`src/rtl/instr_fetch_unit.sv`:
```
// Instruction fetch unit: owns the PC, fetches words over a req/ack memory port
// and hands them to decode over valid/ready, with redirect, kill and timeout handling.
module instr_fetch_unit #(
    parameter logic [31:0] RESET_PC       = 32'h0000_0000,
    parameter int unsigned TIMEOUT_CYCLES = 255
) (
    input  logic        clk,
    input  logic        reset,
    input  logic        en,
    output logic        imem_req,
    output logic [31:0] imem_addr,
    input  logic        imem_ack,
    input  logic [31:0] imem_rdata,
    input  logic        redirect_valid,
    input  logic [31:0] redirect_pc,
    output logic        inst_valid,
    input  logic        inst_ready,
    output logic [31:0] inst,
    output logic [31:0] inst_pc,
    output logic [6:0]  Opcode,
    output logic        fetch_err
);

    typedef enum logic [1:0] {IDLE, FETCH, HOLD, ERR} state_t;

    localparam logic [15:0] TLIMIT = 16'(TIMEOUT_CYCLES - 1);

    state_t      state;
    logic [31:0] pc;
    logic        kill;
    logic [15:0] tcnt;

    logic        redir_ok;
    logic        redir_bad;
    logic        handshake;
    logic [31:0] next_pc;

    assign redir_ok  = redirect_valid && (redirect_pc[1:0] == 2'b00);
    assign redir_bad = redirect_valid && (redirect_pc[1:0] != 2'b00);
    assign handshake = inst_valid && inst_ready;
    assign next_pc   = redir_ok ? redirect_pc : pc;

    always_ff @(posedge clk or posedge reset) begin
        if (reset) begin
            state      <= IDLE;
            pc         <= RESET_PC;
            kill       <= 1'b0;
            tcnt       <= '0;
            imem_req   <= 1'b0;
            imem_addr  <= RESET_PC;
            inst_valid <= 1'b0;
            inst       <= '0;
            inst_pc    <= '0;
            Opcode     <= '0;
            fetch_err  <= 1'b0;
        end else if (state != ERR && redir_bad) begin
            // A misaligned target is fatal; any outstanding ack is dropped in ERR.
            state      <= ERR;
            fetch_err  <= 1'b1;
            imem_req   <= 1'b0;
            inst_valid <= 1'b0;
            kill       <= 1'b0;
        end else begin
            case (state)
                IDLE: begin
                    pc <= next_pc;
                    if (en) begin
                        state     <= FETCH;
                        imem_req  <= 1'b1;
                        imem_addr <= next_pc;
                        tcnt      <= '0;
                    end
                end
                FETCH: begin
                    if (imem_ack) begin
                        if (kill || redir_ok) begin
                            // Stale data: reissue at the redirected PC.
                            kill      <= 1'b0;
                            pc        <= next_pc;
                            imem_addr <= next_pc;
                            tcnt      <= '0;
                        end else begin
                            inst       <= imem_rdata;
                            Opcode     <= imem_rdata[6:0];
                            inst_pc    <= pc;
                            inst_valid <= 1'b1;
                            pc         <= pc + 32'd4;
                            imem_req   <= 1'b0;
                            state      <= HOLD;
                        end
                    end else begin
                        if (redir_ok) begin
                            kill <= 1'b1;
                            pc   <= redirect_pc;
                        end
                        if (tcnt == TLIMIT) begin
                            state     <= ERR;
                            fetch_err <= 1'b1;
                            imem_req  <= 1'b0;
                            kill      <= 1'b0;
                        end else begin
                            tcnt <= tcnt + 16'd1;
                        end
                    end
                end
                HOLD: begin
                    pc <= next_pc;
                    if (handshake || redir_ok) begin
                        inst_valid <= 1'b0;
                        if (en) begin
                            state     <= FETCH;
                            imem_req  <= 1'b1;
                            imem_addr <= next_pc;
                            tcnt      <= '0;
                        end else begin
                            state <= IDLE;
                        end
                    end
                end
                default: begin
                    state <= ERR;
                end
            endcase
        end
    end

endmodule

```
`config.mk`:
```
export PLATFORM = sky130hd
export DESIGN_NAME = instr_fetch_unit
export DESIGN_NICKNAME = d
export VERILOG_FILES = /design/src/rtl/instr_fetch_unit.sv
export SDC_FILE = /design/constraint.sdc
export NUM_CORES = 1
export LEC_CHECK = 0
export CAP_MARGIN = 20
export CORE_MARGIN = 2
export CORE_UTILIZATION = 30
export CTS_CLUSTER_SIZE = 20
export DETAILED_ROUTE_END_ITERATION = 8
export GPL_TIMING_DRIVEN = 1
export SYNTH_ARGS = -nofsm -noshare
export SYNTH_HDL_FRONTEND = slang
export SYNTH_SLANG_ARGS = --single-unit
```
`constraint.sdc`:
```
create_clock -name clk -period 6.92 [get_ports clk]
set_clock_uncertainty 0.15 [all_clocks]
set_input_delay 1.73 -clock clk [delete_from_list [all_inputs] [get_ports clk]]
set_output_delay 1.73 -clock clk [all_outputs]
set_load 0.05 [all_outputs]
```
==> impl_results.md, run 1 <==
- Crit-path max cell delay: approximately 0.70 ns
- CP Max Fanout: 48
- Top FF cell, synth: dfrtp_1
- Initial antenna violation count: 0
- Number of buffers added on ports: 175
- Clk buf depth: 2
- Sum of negative setup slack: 0 ns
- Worst-Margin Slew: 0.968 ns
- Worst EP arrival: around 4.5 ns
- Unique masters post-synth: ~60
- Post-Syn Area: just over 7000 um2
- Drt total wl: 21600 um
- Top post-synthesis cells by area: dfrtp_1 52%, nand2_1 14%, nor2_1 3.1%, a31oi_1 2.9%, a21oi_1 2.4%
- Met3 usage: between 4 and 5%
- Antenna Diode Count: 0
- Syn Nets: 908
- First-pass GRT wire length: between 30000 and 40000 um
- Synth Area in Compound Gates: between 15 and 20%
- FILL cells: approximately 2.4k
- Cell with the most instances after synthesis: nand2_1
- Root Driver: clkbuf_16
- Kind of start point of the critical path: primary input
- Total number of vias: about 6.6k
- PostCTS Resize Cnt: 0
- Reg clk slew, reported paths: around 0.060 ns
- Post-route cell area: approximately 9800 um2
- Tcrit/Tclk final: 63.8%
- Overflow after GRT: 0
- MaxCap Viol Count: 0
- Yosys top cell by area: dfrtp_1
- Post-Synth XOR/XNOR Area: 0%
- Power density cells: ~360 nW/um2
- Async set-or-reset flop fraction in the synthesized netlist: 100%
- Number of global-route vias before repair: 6432
- CP required: 7.04 ns
- Max Slew Vio Count: 0
- Yosys Warn Count: 0
- GR Util met1: 24.7%
- Synth top area share: 52.0%
- Synth-to-layout area growth: 36.1%
- Min-delay worst type: reg -> reg
- R2R Setup Slk: between 4 and 5 ns
- Worst-Skew Late Latency: 0.43 ns
- Post-synth EDFFs: 0
- HPWL after DPL: roughly 15000 um
- Num CTS Buffers: 17
- # clock sinks: 150
- Mux contribution to synthesized area: less than 1%
- Fmax: between 200 and 250 MHz
- Ports: ~180
- Die width: 159 um
- Final setup viols: 0
- Pleak: between 4 and 5 nW
- CP Cell Sequence: clkdlybuf4s50_1, or3b_2, buf_4, and3_1, o21ai_2, o311ai_0, o21ai_0
- CTS Hold Buffers Added: 0
- DR WL/cell: around 16 um
- Post-synthesis sequential area ratio: approximately half
- Multi-input gate area: 3180 um2
- GR Util met2: 26.0%
- Via density: between 5 and 6
- Final ANT Viol Nets: 0
- Core Util, Final: between 40% and 50%
- Outcome: complete, no violations
- Reg area: between 3000 and 4000 um2
- Worst setup EP type: flop
- Row cnt: 56
- #FFs+latches synth: 150
- Placer congestion estimate: 0.805
- Die Footprint: between 20000 and 30000 um2
- Placeable Area: between 20000 and 25000 um2
- GRT Max-Usage Layer: met2
- Die Ht: 159 um
- Tmin final: 4.42 ns
- Tot GR Track Use: 17.4%
- Slowest cell on crit path: and3_1
- Hold Fails Final Rpt: 0
- Synth Instances: around 840
- Synth top cells by count: 271 x nand2_1, 150 x dfrtp_1, 59 x nor2_1, 34 x a21oi_1, 34 x clkbuf_1
- Mean Syn Cell Area: 8.65 um2
- Post-CTS Setup Repair Bufs: 0
- CTS tree: built
- Unrepaired setup endpoints after global routing: no
- Post-Synth Simple-Gate Area: 26.8%
- Dpl cell area: roughly 9200 um2
- Worst VDD drop: 0.154 mV
- H-tree depth: 4
- Synth Area in Adders: 0.520%
- DRC violation count after routing: 0
- Nets@finish: 1058
- Worst Path Class, Setup: in -> reg
- Slew headroom: between 30% and 40%
- Largest net degree at the start of global routing: 54
- Main combinational cell family by area after synthesis: simple AND/OR/NAND/NOR gates
- Initial DRC count: 544
- Starting density of the core: 30.7%
- Drt pass-1 iters: 5
- Share of cells above drive strength 1: ~6.3%
sequential cells by signal, indices dropped and copies added (netlist names):
register / flops
state: 2
pc: 32
inst_valid: 1
tcnt: 16
inst: 32
kill: 1
imem_req: 1
fetch_err: 1
imem_addr: 32
inst_pc: 32
report_power, final:
part | leakage (nW) | internal [mW] | switching (mW) | total (mW)
combinational | 1.97 | 0.436 | 0.847 | 1.28
clock | 0.299 | 0.582 | 0.399 | 0.981
sequential | 1.94 | 1.09 | 0.177 | 1.26
total | 4.21 | 2.10 | 1.42 | 3.53
placed cells by master, fill, tap and decap left out, drive strengths merged, types with 12 or more instances in the layout:
cell type        n
nand2          271
nand4           13
dfrtp          150
nor2            59
nand3           23
buf             12
o31ai           13
inv             15
clkdlybuf4s50  175
nor3            14
a31oi           33
clkbuf          19
a21oi           35
o21ai           35
and3            13
or4             12
cell families after synthesis:
| family | after synthesis |
|---|---|
| buffers and inverters | 67 |
| flip-flops | 150 |
| AO/OA/AOI/OAI | 172 |
| adder cells (fa/ha/maj) | 3 |
| multiplexers | 4 |
| AND/OR/NAND/NOR | 439 |
area by class of cell:
type / instances / area share [%]
well taps: 319 / 4.06
flip-flops and latches: 150 / 38.2
clock inverters: 13 / 1.72
repair buffers: 187 / 18.7
inverters: 11 / 0.471
multi-input cells: 618 / 32.3
clock buffers: 19 / 4.50
critical path: cells and delay by family:
family                 cells  cell delay [ns]
and+or+nand+nor            2             1.05
buffers and inverters      2             1.01
AOI/OAI and AO/OA          3             0.74
per-layer routing:
| metal | routed length, um | part of all wire [%] | vias up |
|---|---|---|---|
| met5 | 0 | 0 | - |
| met4 | 246 | 1.1 | 0 |
| met3 | 1440 | 6.7 | 18 |
| met2 | 9430 | 44 | 204 |
| met1 | 10500 | 49 | 3196 |
| li1 | - | - | 3203 |
per-stage QoR:
| step | hold slack, ns | instances | setup WS (ns) | power, mW |
|---|---|---|---|---|
| after floorplan | 0.302 | 835 | 1.00 | 2.08 |
| after global placement | 0.298 | 1285 | 2.15 | 2.56 |
| after detailed placement | 0.306 | 1285 | 2.09 | 2.57 |
| after CTS | 0.321 | 1317 | 2.49 | 3.56 |
| after global routing | 0.340 | 1317 | 2.22 | 3.70 |
| final | 0.319 | 1317 | 2.50 | 3.53 |
worst paths after layout:
| kind | startpoint | end | cells after the start |
|---|---|---|---|
| setup / recovery | redirect_valid | pc[21]$_DFFE_PP0P_ | 7 |
| hold / removal | fetch_err$_DFFE_PP0P_ | fetch_err$_DFFE_PP0P_ | 1 |
| setup reg to reg | kill$_DFFE_PP0P_ | pc[24]$_DFFE_PP0P_ | 6 |
| min in group asynchronous | reset | inst[13]$_DFFE_PP0P_ | 2 |
| max in group asynchronous | reset | inst_pc[17]$_DFFE_PP0P_ | 3 |
| hold reg to reg | fetch_err$_DFFE_PP0P_ | fetch_err$_DFFE_PP0P_ | 1 |
Note: power is estimated with default switching activity, not from simulation.
==> run 2: changes to the inputs <==
Clock period 6.92 ns to 3.76 ns, I/O delays scaled along.
==> impl_results.md, run 2 (synthesis gave the netlist of run 1 again) <==
- Outcome: complete, no violations
- Initial DRC count: 539
- Pleak: roughly 4.3 nW
- CP Max Fanout: 28
- Tmin final: about 3.0 ns
- CTS tree: built
- Total number of vias: 6599
- Die Ht: 159 um
- Slew headroom: 42.0%
- Unrepaired setup endpoints after global routing: no
- Initial antenna violation count: 0
- Worst VDD drop: 0.412 mV
- Multi-input gate area: ~3200 um2
- CP Cell Sequence: clkdlybuf4s50_1, o21ai_1, o21ai_1, a21o_4, nor4_1, mux2_2
- Largest net degree at the start of global routing: between 100 and 150
- First-pass GRT wire length: 34800 um
- Nets@finish: between 1k and 1.5k
- Ports: 176
- Drt pass-1 iters: 7
- Worst-Skew Late Latency: about 0.42 ns
- Via density: around 5.0
- Die Footprint: about 25000 um2
- Worst EP arrival: roughly 3.1 ns
- Number of buffers added on ports: 175
- Worst Path Class, Setup: in -> reg
- Hold Fails Final Rpt: 0
- Antenna Diode Count: 0
- Reg clk slew, reported paths: ~0.060 ns
- Min-delay worst type: reg -> reg
- Die width: between 150 and 200 um
- Placeable Area: roughly 24000 um2
- DRC violation count after routing: 0
- Crit-path max cell delay: ~0.5 ns
- Worst setup EP type: flop
- Final setup viols: 0
- Post-CTS Setup Repair Bufs: 0
- Commonest non-fill, non-tap cell in the layout: nand2_1
- Reg area: roughly 3800 um2
- Kind of start point of the critical path: primary input
- Num CTS Buffers: 17
- Power density cells: 646 nW/um2
- Tot GR Track Use: 17.0%
- Most frequent CP cell: o21ai_1
- Synth-to-layout area growth: 37.6%
- DR WL/cell: around 16 um
- Share of cells above drive strength 1: around 7.3%
- Root Driver: clkbuf_16
- Tcrit/Tclk final: approximately four fifths
- Final ANT Viol Nets: 0
- CTS Hold Buffers Added: 0
- Dpl cell area: a little over 9000 um2
- Max Slew Vio Count: 0
- Worst-Margin Slew: around 0.86 ns
- Fmax: between 300 and 400 MHz
- # clock sinks: 150
- CP required: 3.92 ns
- MaxCap Viol Count: 0
- FILL cells: 2360
- PostCTS Resize Cnt: 0
- Overflow after GRT: 0
- H-tree depth: 4
- HPWL after DPL: 14500 um
- Clk buf depth: 2
- Post-route cell area: about 10000 um2
- Row cnt: 56
- Slowest cell on crit path: clkdlybuf4s50_1
- Commonest cells after routing, fill and taps aside: 270 x nand2_1, 175 x clkdlybuf4s50_1, 150 x dfrtp_1
- Drt total wl: about 21000 um
- Placer congestion estimate: slightly above 0.8
- Number of global-route vias before repair: about 6.3k
- Sum of negative setup slack: 0 ns
- Starting density of the core: 30.7%
run 2: cell types whose count changed in the layout (fill, tap and decap cells not counted), sizes merged:
cell      before  now
bufinv         3    2
clkinvlp       1    4
clkinv         5    2
buf           12   23
clkbuf        19   20
run 2: worst paths after layout:
path	cells after the start	to	slack (ns)	start
worst max register to register	5	tcnt[14]$_DFFE_PP0P_	0.95	state[0]$_DFFE_PP0P_
max in group asynchronous	3	inst[9]$_DFFE_PP0P_	1.79	reset
worst min-delay path	2	inst[17]$_DFFE_PP0P_	0.32	inst[17]$_DFFE_PP0P_
worst max-delay path	6	tcnt[14]$_DFFE_PP0P_	0.77	redirect_pc[0]
worst min register to register	2	inst[17]$_DFFE_PP0P_	0.32	inst[17]$_DFFE_PP0P_
min in group asynchronous	2	inst[22]$_DFFE_PP0P_	0.68	reset
run 2: worst max-delay path: cells and delay by family:
kind	cells	cell delay, ns
AOI/OAI and AO/OA	3	1.02
muxes	1	0.37
and+or+nand+nor	1	0.32
buffers and inverters	1	0.50
run 2: layout make-up:
| class | instances | area share [%] |
|---|---|---|
| multi-input combinational | 618 | 32.0 |
| inverter | 11 | 0.453 |
| clock buffer | 20 | 4.60 |
| timing repair buffer | 198 | 19.7 |
| clock inverter | 12 | 1.41 |
| sequential | 150 | 37.8 |
| tap | 319 | 4.02 |
run 2: metal layers:
metal	global-route usage, %	up-vias	wire (um)
met4	5.54	0	372
met5	0	-	0
met3	4.38	24	1440
li1	-	3228	-
met2	25.9	227	9600
met1	23.6	3120	10100
run 2: metrics by stage:
step | setup slack, ns | hold slack, ns | utilization (%) | std cells | power [mW]
floorplan | 0.781 | 0.302 | - | 835 | 3.83
global placement | 0.377 | 0.307 | 39.7 | 1296 | 4.69
detailed placement | 0.319 | 0.311 | 39.7 | 1296 | 4.70
CTS | 0.780 | 0.327 | 42.2 | 1328 | 6.49
global route | 0.610 | 0.337 | 42.2 | 1328 | 6.74
finish | 0.774 | 0.322 | 42.2 | 1328 | 6.42
run 2: power breakdown:
group / internal [mW] / total (mW) / switching (mW)
logic: 0.806 / 2.35 / 1.55
clock network: 1.02 / 1.75 / 0.724
registers: 2.00 / 2.32 / 0.322
total: 3.83 / 6.42 / 2.59
==> run 3: changes to the inputs <==
Clock period 3.76 ns to 2.6 ns, I/O delays scaled along.
==> impl_results.md, run 3 (synthesis gave the netlist of run 1 again) <==
- Initial antenna violation count: 0
- Min-delay worst type: reg -> reg
- CTS Hold Buffers Added: 0
- Critical path buffers and inverters: 1
- Placer congestion estimate: approximately 0.84
- Worst setup EP type: primary output
- MaxCap Viol Count: 0
- Reg clk slew, reported paths: approximately 0.06 ns
- Root Driver: clkbuf_16
- # clock sinks: 150
- Switching part of the total: between 40% and 50%
- Commonest non-fill, non-tap cell in the layout: nand2_1
- Multi-input gate area: roughly 3200 um2
- Nets@finish: approximately 1.1k
- Worst VDD drop: about 0.54 mV
- Max Slew Vio Count: 0
- Die Footprint: 25300 um2
- Switching Power: between 3 and 4 mW
- Core Util, Final: between 40% and 50%
- Antenna Diode Count: 0
- Hold Fails Final Rpt: 0
- Tmin final: between 2 and 2.5 ns
- Clk buf depth: 2
- HPWL after DPL: around 16000 um
- Worst EP arrival: 1.67 ns
- Starting density of the core: about 30%
- Internal: roughly 5.5 mW
- Slowest cell on crit path: clkdlybuf4s50_1
- Placeable Area: roughly 24000 um2
- Via density: between 4 and 5
- Drt total wl: 21700 um
- Combinational share of power: 37.5%
- Initial DRC count: around 440
- Sum of negative setup slack: 0 ns
- H-tree depth: 4
- Tcrit/Tclk final: a little over nine tenths
- DRC violation count after routing: 0
- Worst Path Class, Setup: reg -> out
- Unrepaired setup endpoints after global routing: no
- Crit-path max cell delay: 0.84 ns
- Total power: 9.25 mW
- Worst-Skew Late Latency: approximately 0.42 ns
- Final setup viols: 0
- Num CTS Buffers: 17
- Total number of vias: 6686
- Pleak: around 4.5 nW
- Largest net degree at the start of global routing: 36
- CP Max Fanout: 2
- CP Cell Sequence: clkdlybuf4s50_1
- Share of cells above drive strength 1: around an eighth
- Final ANT Viol Nets: 0
- Row cnt: 56
- Number of buffers added on ports: around 180
- Critical path's top delay family: buffers and inverters
- Fmax: just over 400 MHz
- Reg area: around 3800 um2
- Ports: around 180
- Commonest cells after routing, fill and taps aside: 270 x nand2_1, 174 x clkdlybuf4s50_1, 150 x dfrtp_1
- Overflow after GRT: 0
- Power density cells: between 800 and 900 nW/um2
- Tot GR Track Use: between 15 and 20%
- Die Ht: 159 um
- Die width: approximately 160 um
- Post-CTS Setup Repair Bufs: 0
- Outcome: complete, no violations
- FILL cells: roughly 2.4k
- Kind of start point of the critical path: flop
- CTS tree: built
- Seq pwr share: a little over a third
- Worst-Margin Slew: 0.548 ns
- DR WL/cell: between 15 and 20 um
- CP required: between 1.5 and 2 ns
- Slew headroom: around 63%
- Number of global-route vias before repair: ~6.6k
- Synth-to-layout area growth: 43.5%
- First-pass GRT wire length: 35500 um
- Drt pass-1 iters: 5
- Clk pwr share: a little over a quarter
[run 3: changes by cell type in the layout (fill, tap and decap cells not counted)]
cell / previous run / this run
clkinv_4: 1 / 3
clkbuf_1: 1 / 4
buf_12: 3 / 7
inv_6: 5 / 1
buf_4: 20 / 70
clkdlybuf4s50_1: 175 / 174
or3b_2: 2 / 1
clkbuf_8: 2 / 1
or3b_4: 0 / 1
[run 3: stage by stage]
stage	hold slack (ns)	setup slack, ns	cells	area [um2]
after floorplan	0.302	-0.0890	835	7230
after CTS	0.317	0.0877	1381	10400
after global placement	0.307	-0.325	1349	9780
final	0.313	0.128	1381	10400
after detailed placement	0.303	-0.343	1349	9780
after global routing	0.333	0.0418	1381	10400
[run 3: final cells by class]
cell class / count / area share (%)
sequential: 150 / 36.2
multi-input combinational: 618 / 30.7
timing repair buffer: 251 / 23.2
clock buffer: 22 / 4.38
tap: 319 / 3.85
clock inverter: 10 / 1.18
inverter: 11 / 0.435
[run 3: worst paths after layout]
kind | startpoint | to | slack, ns | depth (start not counted)
hold reg to reg | fetch_err$_DFFE_PP0P_ | fetch_err$_DFFE_PP0P_ | 0.31 | 1
hold / removal | fetch_err$_DFFE_PP0P_ | fetch_err$_DFFE_PP0P_ | 0.31 | 1
min in group asynchronous | reset | tcnt[9]$_DFFE_PP0P_ | 0.44 | 2
setup reg to reg | state[0]$_DFFE_PP0P_ | tcnt[14]$_DFFE_PP0P_ | 0.30 | 5
setup / recovery | imem_addr[22]$_DFFE_PP0P_ | imem_addr[22] | 0.13 | 1
max in group asynchronous | reset | pc[20]$_DFFE_PP0P_ | 1.32 | 3
[run 3: repair_timing]
item	CTS	global route
gates resized for setup	0	1
setup endpoints to repair	0	1
hold endpoints to repair	0	0
[run 3: per-layer routing]
| metal | global-route usage [%] | vias up | routed length (um) |
|---|---|---|---|
| met5 | 0 | - | 0 |
| met4 | 4.63 | 0 | 234 |
| met3 | 4.48 | 16 | 1280 |
| met2 | 27.3 | 201 | 9870 |
| met1 | 23.9 | 3133 | 10300 |
| li1 | - | 3336 | - |
[run 3: power by group through the flow]
stage | clock network [mW] | registers [mW] | logic [mW]
after detailed placement | 0 | 3.36 | 3.50
after global placement | 0 | 3.36 | 3.47
after global routing | 2.61 | 3.42 | 3.68
after floorplan | 0 | 4.77 | 0.775
final | 2.44 | 3.33 | 3.47
after CTS | 2.50 | 3.34 | 3.50
